$ cat src/rtl/wb_arbiter_2m.sv
// Two-master, one-slave classic Wishbone arbiter: round-robin per single-beat
// transaction, with a bus timeout that returns an error ack to the granted master.
module wb_arbiter_2m #(
  parameter int              BITS     = 32,
  parameter int              TIMEOUT  = 255,
  parameter logic [BITS-1:0] ERR_DATA = 32'hDEADBEEF
) (
  input  logic            clk_i,
  input  logic            rst_i,
  input  logic            m0_cyc_i,
  input  logic            m0_stb_i,
  input  logic            m0_we_i,
  input  logic [3:0]      m0_sel_i,
  input  logic [BITS-1:0] m0_adr_i,
  input  logic [BITS-1:0] m0_dat_i,
  output logic            m0_ack_o,
  output logic [BITS-1:0] m0_dat_o,
  input  logic            m1_cyc_i,
  input  logic            m1_stb_i,
  input  logic            m1_we_i,
  input  logic [3:0]      m1_sel_i,
  input  logic [BITS-1:0] m1_adr_i,
  input  logic [BITS-1:0] m1_dat_i,
  output logic            m1_ack_o,
  output logic [BITS-1:0] m1_dat_o,
  output logic            s_cyc_o,
  output logic            s_stb_o,
  output logic            s_we_o,
  output logic [3:0]      s_sel_o,
  output logic [BITS-1:0] s_adr_o,
  output logic [BITS-1:0] s_dat_o,
  input  logic            s_ack_i,
  input  logic [BITS-1:0] s_dat_i,
  output logic            timeout_o
);

  localparam int CW = (TIMEOUT < 1) ? 1 : $clog2(TIMEOUT + 1);
  localparam logic [CW-1:0] CNT_LAST = CW'(TIMEOUT - 1);

  typedef enum logic [1:0] {IDLE, GNT0, GNT1} state_t;

  state_t          r_state, w_next;
  logic            r_last_gnt, w_last_nxt;
  logic [CW-1:0]   r_cnt;
  logic            r_timeout;
  logic            w_req0, w_req1;
  logic            w_sel;
  logic            w_cyc, w_stb, w_we;
  logic [3:0]      w_bsel;
  logic [BITS-1:0] w_adr, w_wdat;
  logic            w_fire, w_ack, w_to_set;
  logic [BITS-1:0] w_rdat;

  assign w_req0    = m0_cyc_i & m0_stb_i;
  assign w_req1    = m1_cyc_i & m1_stb_i;
  assign timeout_o = r_timeout;

  // Granted master's bus, selected once so both grant states share one datapath
  assign w_sel  = (r_state == GNT1);
  assign w_cyc  = w_sel ? m1_cyc_i : m0_cyc_i;
  assign w_stb  = w_sel ? m1_stb_i : m0_stb_i;
  assign w_we   = w_sel ? m1_we_i  : m0_we_i;
  assign w_bsel = w_sel ? m1_sel_i : m0_sel_i;
  assign w_adr  = w_sel ? m1_adr_i : m0_adr_i;
  assign w_wdat = w_sel ? m1_dat_i : m0_dat_i;

  always_comb begin
    w_next     = r_state;
    w_last_nxt = r_last_gnt;
    w_to_set   = 1'b0;
    w_fire     = 1'b0;
    w_ack      = 1'b0;
    w_rdat     = '0;
    s_cyc_o    = 1'b0;
    s_stb_o    = 1'b0;
    s_we_o     = 1'b0;
    s_sel_o    = '0;
    s_adr_o    = '0;
    s_dat_o    = '0;
    m0_ack_o   = 1'b0;
    m0_dat_o   = '0;
    m1_ack_o   = 1'b0;
    m1_dat_o   = '0;
    case (r_state)
      IDLE: begin
        if (w_req0 && w_req1) w_next = r_last_gnt ? GNT0 : GNT1;
        else if (w_req0)      w_next = GNT0;
        else if (w_req1)      w_next = GNT1;
      end
      GNT0, GNT1: begin
        // A master that has already dropped cyc is aborting; it gets no error ack
        w_fire  = (r_cnt == CNT_LAST) && !s_ack_i && w_cyc;
        s_cyc_o = w_cyc & ~w_fire;
        s_stb_o = w_stb & ~w_fire;
        s_we_o  = w_we;
        s_sel_o = w_bsel;
        s_adr_o = w_adr;
        s_dat_o = w_wdat;
        w_ack   = s_ack_i | w_fire;
        w_rdat  = w_fire ? ERR_DATA : s_dat_i;
        if (s_ack_i) begin
          w_next     = IDLE;
          w_last_nxt = w_sel;
        end else if (!w_cyc) begin
          w_next = IDLE;
        end else if (w_fire) begin
          w_next     = IDLE;
          w_last_nxt = w_sel;
          w_to_set   = 1'b1;
        end
        if (w_sel) begin
          m1_ack_o = w_ack;
          m1_dat_o = w_rdat;
        end else begin
          m0_ack_o = w_ack;
          m0_dat_o = w_rdat;
        end
      end
      default: w_next = IDLE;
    endcase
  end

  always_ff @(posedge clk_i) begin
    if (rst_i) begin
      r_state    <= IDLE;
      r_last_gnt <= 1'b1;
      r_cnt      <= '0;
      r_timeout  <= 1'b0;
    end else begin
      r_state    <= w_next;
      r_last_gnt <= w_last_nxt;
      // Counter only runs while a grant persists; any exit or entry clears it
      if (r_state != IDLE && w_next == r_state) r_cnt <= r_cnt + 1'b1;
      else                                      r_cnt <= '0;
      if (w_to_set) r_timeout <= 1'b1;
    end
  end

endmodule

$ cat config.mk
export PLATFORM = sky130hd
export DESIGN_NAME = wb_arbiter_2m
export DESIGN_NICKNAME = d
export VERILOG_FILES = /design/src/rtl/wb_arbiter_2m.sv
export SDC_FILE = /design/constraint.sdc
export NUM_CORES = 1
export LEC_CHECK = 0
export CAP_MARGIN = 30
export CORE_AREA = 2 2 122 124
export DETAILED_ROUTE_END_ITERATION = 7
export DIE_AREA = 0 0 124 126
export GPL_ROUTABILITY_DRIVEN = 0
export GPL_TIMING_DRIVEN = 0
export PLACE_DENSITY = 0.55
export SLEW_MARGIN = 20
export SYNTH_ARGS = -nofsm -noshare
export SYNTH_HDL_FRONTEND = slang
export SYNTH_SLANG_ARGS = --single-unit
export TNS_END_PERCENT = 20
$ cat constraint.sdc
create_clock -name clk_i -period 2.8 [get_ports clk_i]
set_input_delay 0.56 -clock clk_i [delete_from_list [all_inputs] [get_ports clk_i]]
set_output_delay 0.56 -clock clk_i [all_outputs]
set_load 0.1 [all_outputs]
==> flow_metrics.tcl, run 1 <==
set metrics [dict create \
    cts.sinks 12 \
    hold_class "flip-flop to flip-flop" \
    viasPerCell 4.27 \
    clkTransAtPathRegs_ns 0.04 \
    cp_max_fo 10 \
    layout_min_cycle_time_ns 2.78 \
    internal_power_uw 1060 \
    hpwl_mm 11.4 \
    yosys-top-cells-area "mux2i_1 (28%), nor2b_1 (18%), o21a_1 (15%), dfxtp_1 (9.9%), and3_1 (4.1%)" \
    cts_buffers 3 \
    grtUsageTotal_pct 16.2 \
    gr-total-overflow 0 \
    ys_seq_elements 12 \
    yosys-top-cells-count "nor2b_1 (71), mux2i_1 (69), o21a_1 (50), clkbuf_1 (17), and3_1 (16)" \
    worstReg2RegStart "r_state[0]" \
    fill_cells 1493 \
    final_nets 819 \
    dr.pass1.iters 5 \
    p_comb_share_pct 84.4 \
    die_h_um 126 \
    cp-end-kind "output pin" \
    outcome "finished clean" \
    syn_avg_cell_area_sq_um 7.68 \
    fin_util_pct 41.7 \
    fp.dieW_um 124 \
    finalCritPeriodShare_pct 99.2 \
    syn-num-nets 498 \
    diodes 0 \
    crit_type "flip-flop to output pin" \
    synth_cell_types 33 \
    startpoint "r_state[0]" \
    rsz0062_at_grt "yes" \
    cts_tree "yes" \
    hold_slack_ns 0.464 \
    clockRootBuffer "clkbuf_16" \
    grt_pass1_wl_mm 20.0 \
    rows 44 \
    drc 0 \
    met1_usage_pct 19.2 \
    busiest_layer "met2" \
    clockBufferDepth 2 \
    endpoint "m1_dat_o[15]" \
    ff2ff_path_depth 9 \
    start_kind "flip-flop" \
    skew_ns 0.00195 \
    synth_flop_cell "dfxtp_1" \
    maxCapViolations 0 \
    vias 3496 \
    finalWirelength_mm 13.6 \
    postSynthCellCount 316 \
    p_per_area_nw_per_um2 470 \
    synth_top_cell_area_share_pct 28.5 \
    portBuffers 314 \
    drt-initial-drc-count 77 \
    seq_power_share_pct 6.6 \
    drive_gt1_share_pct 31.7 \
    syn_to_final_growth_pct 146 \
    grt_pass1_vias 3582 \
    hold_violations 0 \
    synth_most_common_cell "nor2b_1" \
    netlist_area_sq_um 2430 \
    r2r_setup_slack_ns 0.60 \
    io-pin-count 315 \
    final_max_slew_viol_count 0 \
    htreeDepth 1 \
    fmax_ghz 0.360 \
    total_power_uw 2800 \
    swShare_pct 62.0 \
    cp.required_ns 2.24 \
    setup_viol 0 \
    ir_drop_mv 0.245 \
    setup-tns-final_ns 0 \
    slew_headroom_pct 33.6 \
    clk_latency_ns 0.24 \
    clock_power_share_pct 9.0 \
    use_met3_pct 2.76 \
    die_area_sq_um 15600 \
    ys_async_sr_fraction_pct 0 \
    core-area_sq_um 14300 \
    switchingPower_uw 1740 \
    start_util_pct 17.0 \
    ys_seq_area_share_pct 9.90 \
    max_slew.worst_pin.slew_ns 0.993 \
    arrival_ns 2.22 \
    r2r_end "r_state[0]" \
    yosysTopAreaCell "mux2i_1" \
    antenna_found_initial 0 \
    holdBufCountCts 0 \
    leakagePower_uw 0.00244 \
    wl_per_cell_um 16.6 \
    ys_warn_count 0 \
    grtUsageMet2_pct 30.2 \
    grt_max_degree 11 \
    synth-edff-count 0 \
    drt.antenna.violating_nets 0 \
]
routing by layer:
layer	wire length, um	up-vias
met5	0	-
met4	211	0
met3	941	18
met2	7110	121
met1	5300	1614
li1	-	1743
metrics by stage:
| stage | instance area (sq um) | instances | worst slack (ns) |
|---|---|---|---|
| 6_report | 5970 | 819 | 0.0218 |
| 3_5_place_dp | 5920 | 816 | -1.37 |
| 5_1_grt | 5970 | 819 | -0.0403 |
| 2_1_floorplan | 2490 | 316 | -0.368 |
| 3_3_place_gp | 5860 | 814 | -1.36 |
| 4_1_cts | 5870 | 820 | -0.0274 |
repair_timing:
item / 4_1_cts / 5_1_grt
pin swaps: 1 / 0
gates resized for setup: 813 / 95
endpoints found under the setup margin: 137 / 136
buffers inserted: 2 / 0
registers in the layout, summed over array words and instances (netlist names):
| name | count |
|---|---|
| r_last_gnt | 1 |
| timeout_o | 1 |
| r_state | 2 |
| r_cnt | 8 |
cells in the final DEF, fill, tap and decap left out, drive strengths merged, types with 4 or more instances in the layout:
| master | count |
|---|---|
| inv | 4 |
| mux2i | 69 |
| nand3 | 6 |
| clkbuf | 69 |
| dfxtp | 12 |
| nor2 | 8 |
| nor3 | 9 |
| nand2 | 6 |
| clkdlybuf4s50 | 176 |
| nor2b | 71 |
| xnor2 | 4 |
| buf | 102 |
| o21ai | 4 |
| o21a | 50 |
| and3 | 16 |
| ha | 5 |
final cells by class:
cell class	count	area, sq um	area share [%]
sequential	12	244	4.09
timing repair buffer	317	3100	51.9
clock buffer	3	75.1	1.26
buffer	29	184	3.08
multi-input combinational	270	2120	35.6
tap	184	230	3.86
inverter	4	15.0	0.252
kinds of logic after synthesis:
| group | count (synthesis) | share of synthesized area [%] |
|---|---|---|
| compound gates | 64 | 19.6 |
| xor+xnor | 6 | 2.16 |
| fa+ha+maj | 5 | 2.58 |
| buf+inv | 34 | 6.19 |
| flops | 12 | 9.90 |
| mux | 70 | 29.1 |
| simple gates | 125 | 30.5 |
power groups by stage:
stage / logic [uW] / registers [uW] / clock network (uW)
after floorplan: 1670 / 186 / 0
after global placement: 2350 / 187 / 0
after detailed placement: 2380 / 187 / 0
after CTS: 2340 / 184 / 261
after global routing: 2450 / 185 / 273
final: 2370 / 185 / 253
critical path, stage by stage, from the launching register on:
cell	delay (ns)
dfxtp_4	0.36
inv_1	0.06
ha_1	0.20
buf_6	0.14
mux2_4	0.34
nor3b_4	0.16
buf_6	0.14
buf_4	0.17
o21a_1	0.21
buf_8	0.18
worst min-delay path by stage:
stage	cells past startpoint	start	to	slack [ns]
6_report	2	timeout_o	timeout_o	0.46
5_1_grt	1	r_last_gnt	r_last_gnt	0.52
2_1_floorplan	1	r_last_gnt	r_last_gnt	0.45
4_1_cts	2	timeout_o	timeout_o	0.47
3_5_place_dp	2	timeout_o	timeout_o	0.46
3_3_place_gp	2	timeout_o	timeout_o	0.46
Note: power is estimated with default switching activity, not from simulation.
==> inputs of run 2 (changes only) <==
--- a/config.mk
+++ b/config.mk
@@ -5,7 +5,7 @@
 export SDC_FILE = /design/constraint.sdc
 export NUM_CORES = 1
 export LEC_CHECK = 0
-export CAP_MARGIN = 30
+export CAP_MARGIN = 20
 export CORE_AREA = 2 2 122 124
 export DETAILED_ROUTE_END_ITERATION = 7
 export DIE_AREA = 0 0 124 126
==> flow_metrics.tcl, run 2 (synthesis gave the netlist of run 1 again) <==
set metrics [dict create \
    ff2ff_path_depth 8 \
    fin_util_pct 43.3 \
    drt-initial-drc-count 90 \
    finalWirelength_mm 13.6 \
    fill_cells 1467 \
    clockRootBuffer "clkbuf_16" \
    crit_type "flip-flop to output pin" \
    cp.required_ns 2.24 \
    ir_drop_mv 0.243 \
    cp_max_fo 10 \
    core-area_sq_um 14300 \
    grtUsageTotal_pct 15.9 \
    worstReg2RegStart "r_state[0]" \
    fp.dieW_um 124 \
    grt_pass1_vias 3471 \
    drc 0 \
    hold_violations 0 \
    htreeDepth 1 \
    top_register "r_cnt" \
    cts_buffers 3 \
    syn_to_final_growth_pct 155 \
    die_area_sq_um 15600 \
    top_regs "r_cnt (8), r_state (2)" \
    clockBufferDepth 2 \
    largest_reg_flops 8 \
    clk_latency_ns 0.24 \
    arrival_ns 2.20 \
    dp.cells 814 \
    leakagePower_uw 0.00252 \
    io-pin-count 315 \
    wl_per_cell_um 16.5 \
    final_common_cell "clkdlybuf4s50_1" \
    fmax_ghz 0.362 \
    cts_tree "yes" \
    layout_min_cycle_time_ns 2.76 \
    setup_viol 0 \
    rows 44 \
    grt_pass1_wl_mm 19.6 \
    clkTransAtPathRegs_ns 0.04 \
    antenna_found_initial 0 \
    wirelength_met1_mm 5.43 \
    drive_gt1_share_pct 32.6 \
    hpwl_mm 11.2 \
    layout_common_cells "clkdlybuf4s50_1 (175), mux2i_1 (69), buf_4 (69)" \
    routed.top_layer "met4" \
    start_kind "flip-flop" \
    hold_start "timeout_o" \
    final_max_slew_viol_count 0 \
    grt_max_degree 11 \
    drt.antenna.violating_nets 0 \
    max_slew.worst_pin.slew_ns 0.994 \
    maxCapViolations 0 \
    wl_met3_um 731 \
    vias 3542 \
    cts.sinks 12 \
    rsz0062_at_grt "yes" \
    diodes 0 \
    final_nets 822 \
    gr-total-overflow 0 \
    met2WireLength_mm 7.34 \
    dr.pass1.iters 4 \
    skew_ns 0.00377 \
    startpoint "r_state[0]" \
    fin_cells 822 \
    p_per_area_nw_per_um2 459 \
    start_util_pct 17.0 \
    viasPerCell 4.31 \
    cp-end-kind "output pin" \
    slew_headroom_pct 33.5 \
    min_path_cells 2 \
    die_h_um 126 \
    outcome "finished clean" \
    hold_class "flip-flop to flip-flop" \
    portBuffers 314 \
    finalCritPeriodShare_pct 98.6 \
]
## run 2: cell count changes in the layout (fill, tap and decap cells not counted), sizes merged
| cell | delta |
|---|---|
| clkdlybuf4s50 | -1 |
| clkdlybuf4s15 | +1 |
| clkbuf | -37 |
| buf | +40 |
## run 2: final cells by class
cell class              count  area, sq um  share of cell area, %
plain buffers              29          185                   2.99
flip-flops and latches     12          244                   3.94
clock buffers               3         75.1                   1.21
multi-input cells         270         2120                   34.2
inverters                   4         15.0                  0.242
well taps                 184          230                   3.72
repair buffers            320         3320                   53.7
## run 2: power breakdown
group          internal (uW)  switching [uW]  leakage (uW)
clock network            186            70.1     0.0000370
registers                178            7.23     0.0000979
logic                    734            1670       0.00238
total                   1100            1750       0.00252
## run 2: worst max-delay path: stages (launching register included)
cell	delay, ns
dfxtp_4	0.37
inv_2	0.04
ha_1	0.19
buf_6	0.14
mux2_4	0.33
nor3b_4	0.17
buf_4	0.14
buf_4	0.17
o21a_1	0.22
buf_12	0.17
## run 2: worst paths after layout
path	end	slack, ns
setup / recovery	m1_dat_o[15]	0.04
hold / removal	timeout_o	0.47
setup reg to reg	r_state[0]	0.76
hold reg to reg	timeout_o	0.47
## run 2: routing by layer
metal	GRT usage, %	up-vias
met2	30.7	118
met5	0	-
met1	19.1	1658
met3	2.26	9
li1	-	1757
met4	0.859	0
## run 2: what timing repair did
action / in CTS / in global routing
buffers inserted: 3 / 4
hold buffers: 0 / 0
gates cloned: 0 / 0
hold endpoints to repair: 0 / 0
gates resized for setup: 875 / 112
endpoints found under the setup margin: 137 / 134
pin swaps: 1 / 3
## run 2: metrics by stage
step	setup TNS, ns	total power [uW]	hold slack, ns	setup WS [ns]	instance area, sq um
2_1_floorplan	-19.53	1850	0.449	-0.368	2490
3_3_place_gp	-134.50	2530	0.456	-1.36	5860
3_5_place_dp	-138.46	2540	0.459	-1.37	5860
4_1_cts	-0.430	2790	0.473	-0.109	5820
5_1_grt	-0.780	2950	0.521	-0.0678	6190
6_report	0	2840	0.466	0.0401	6190
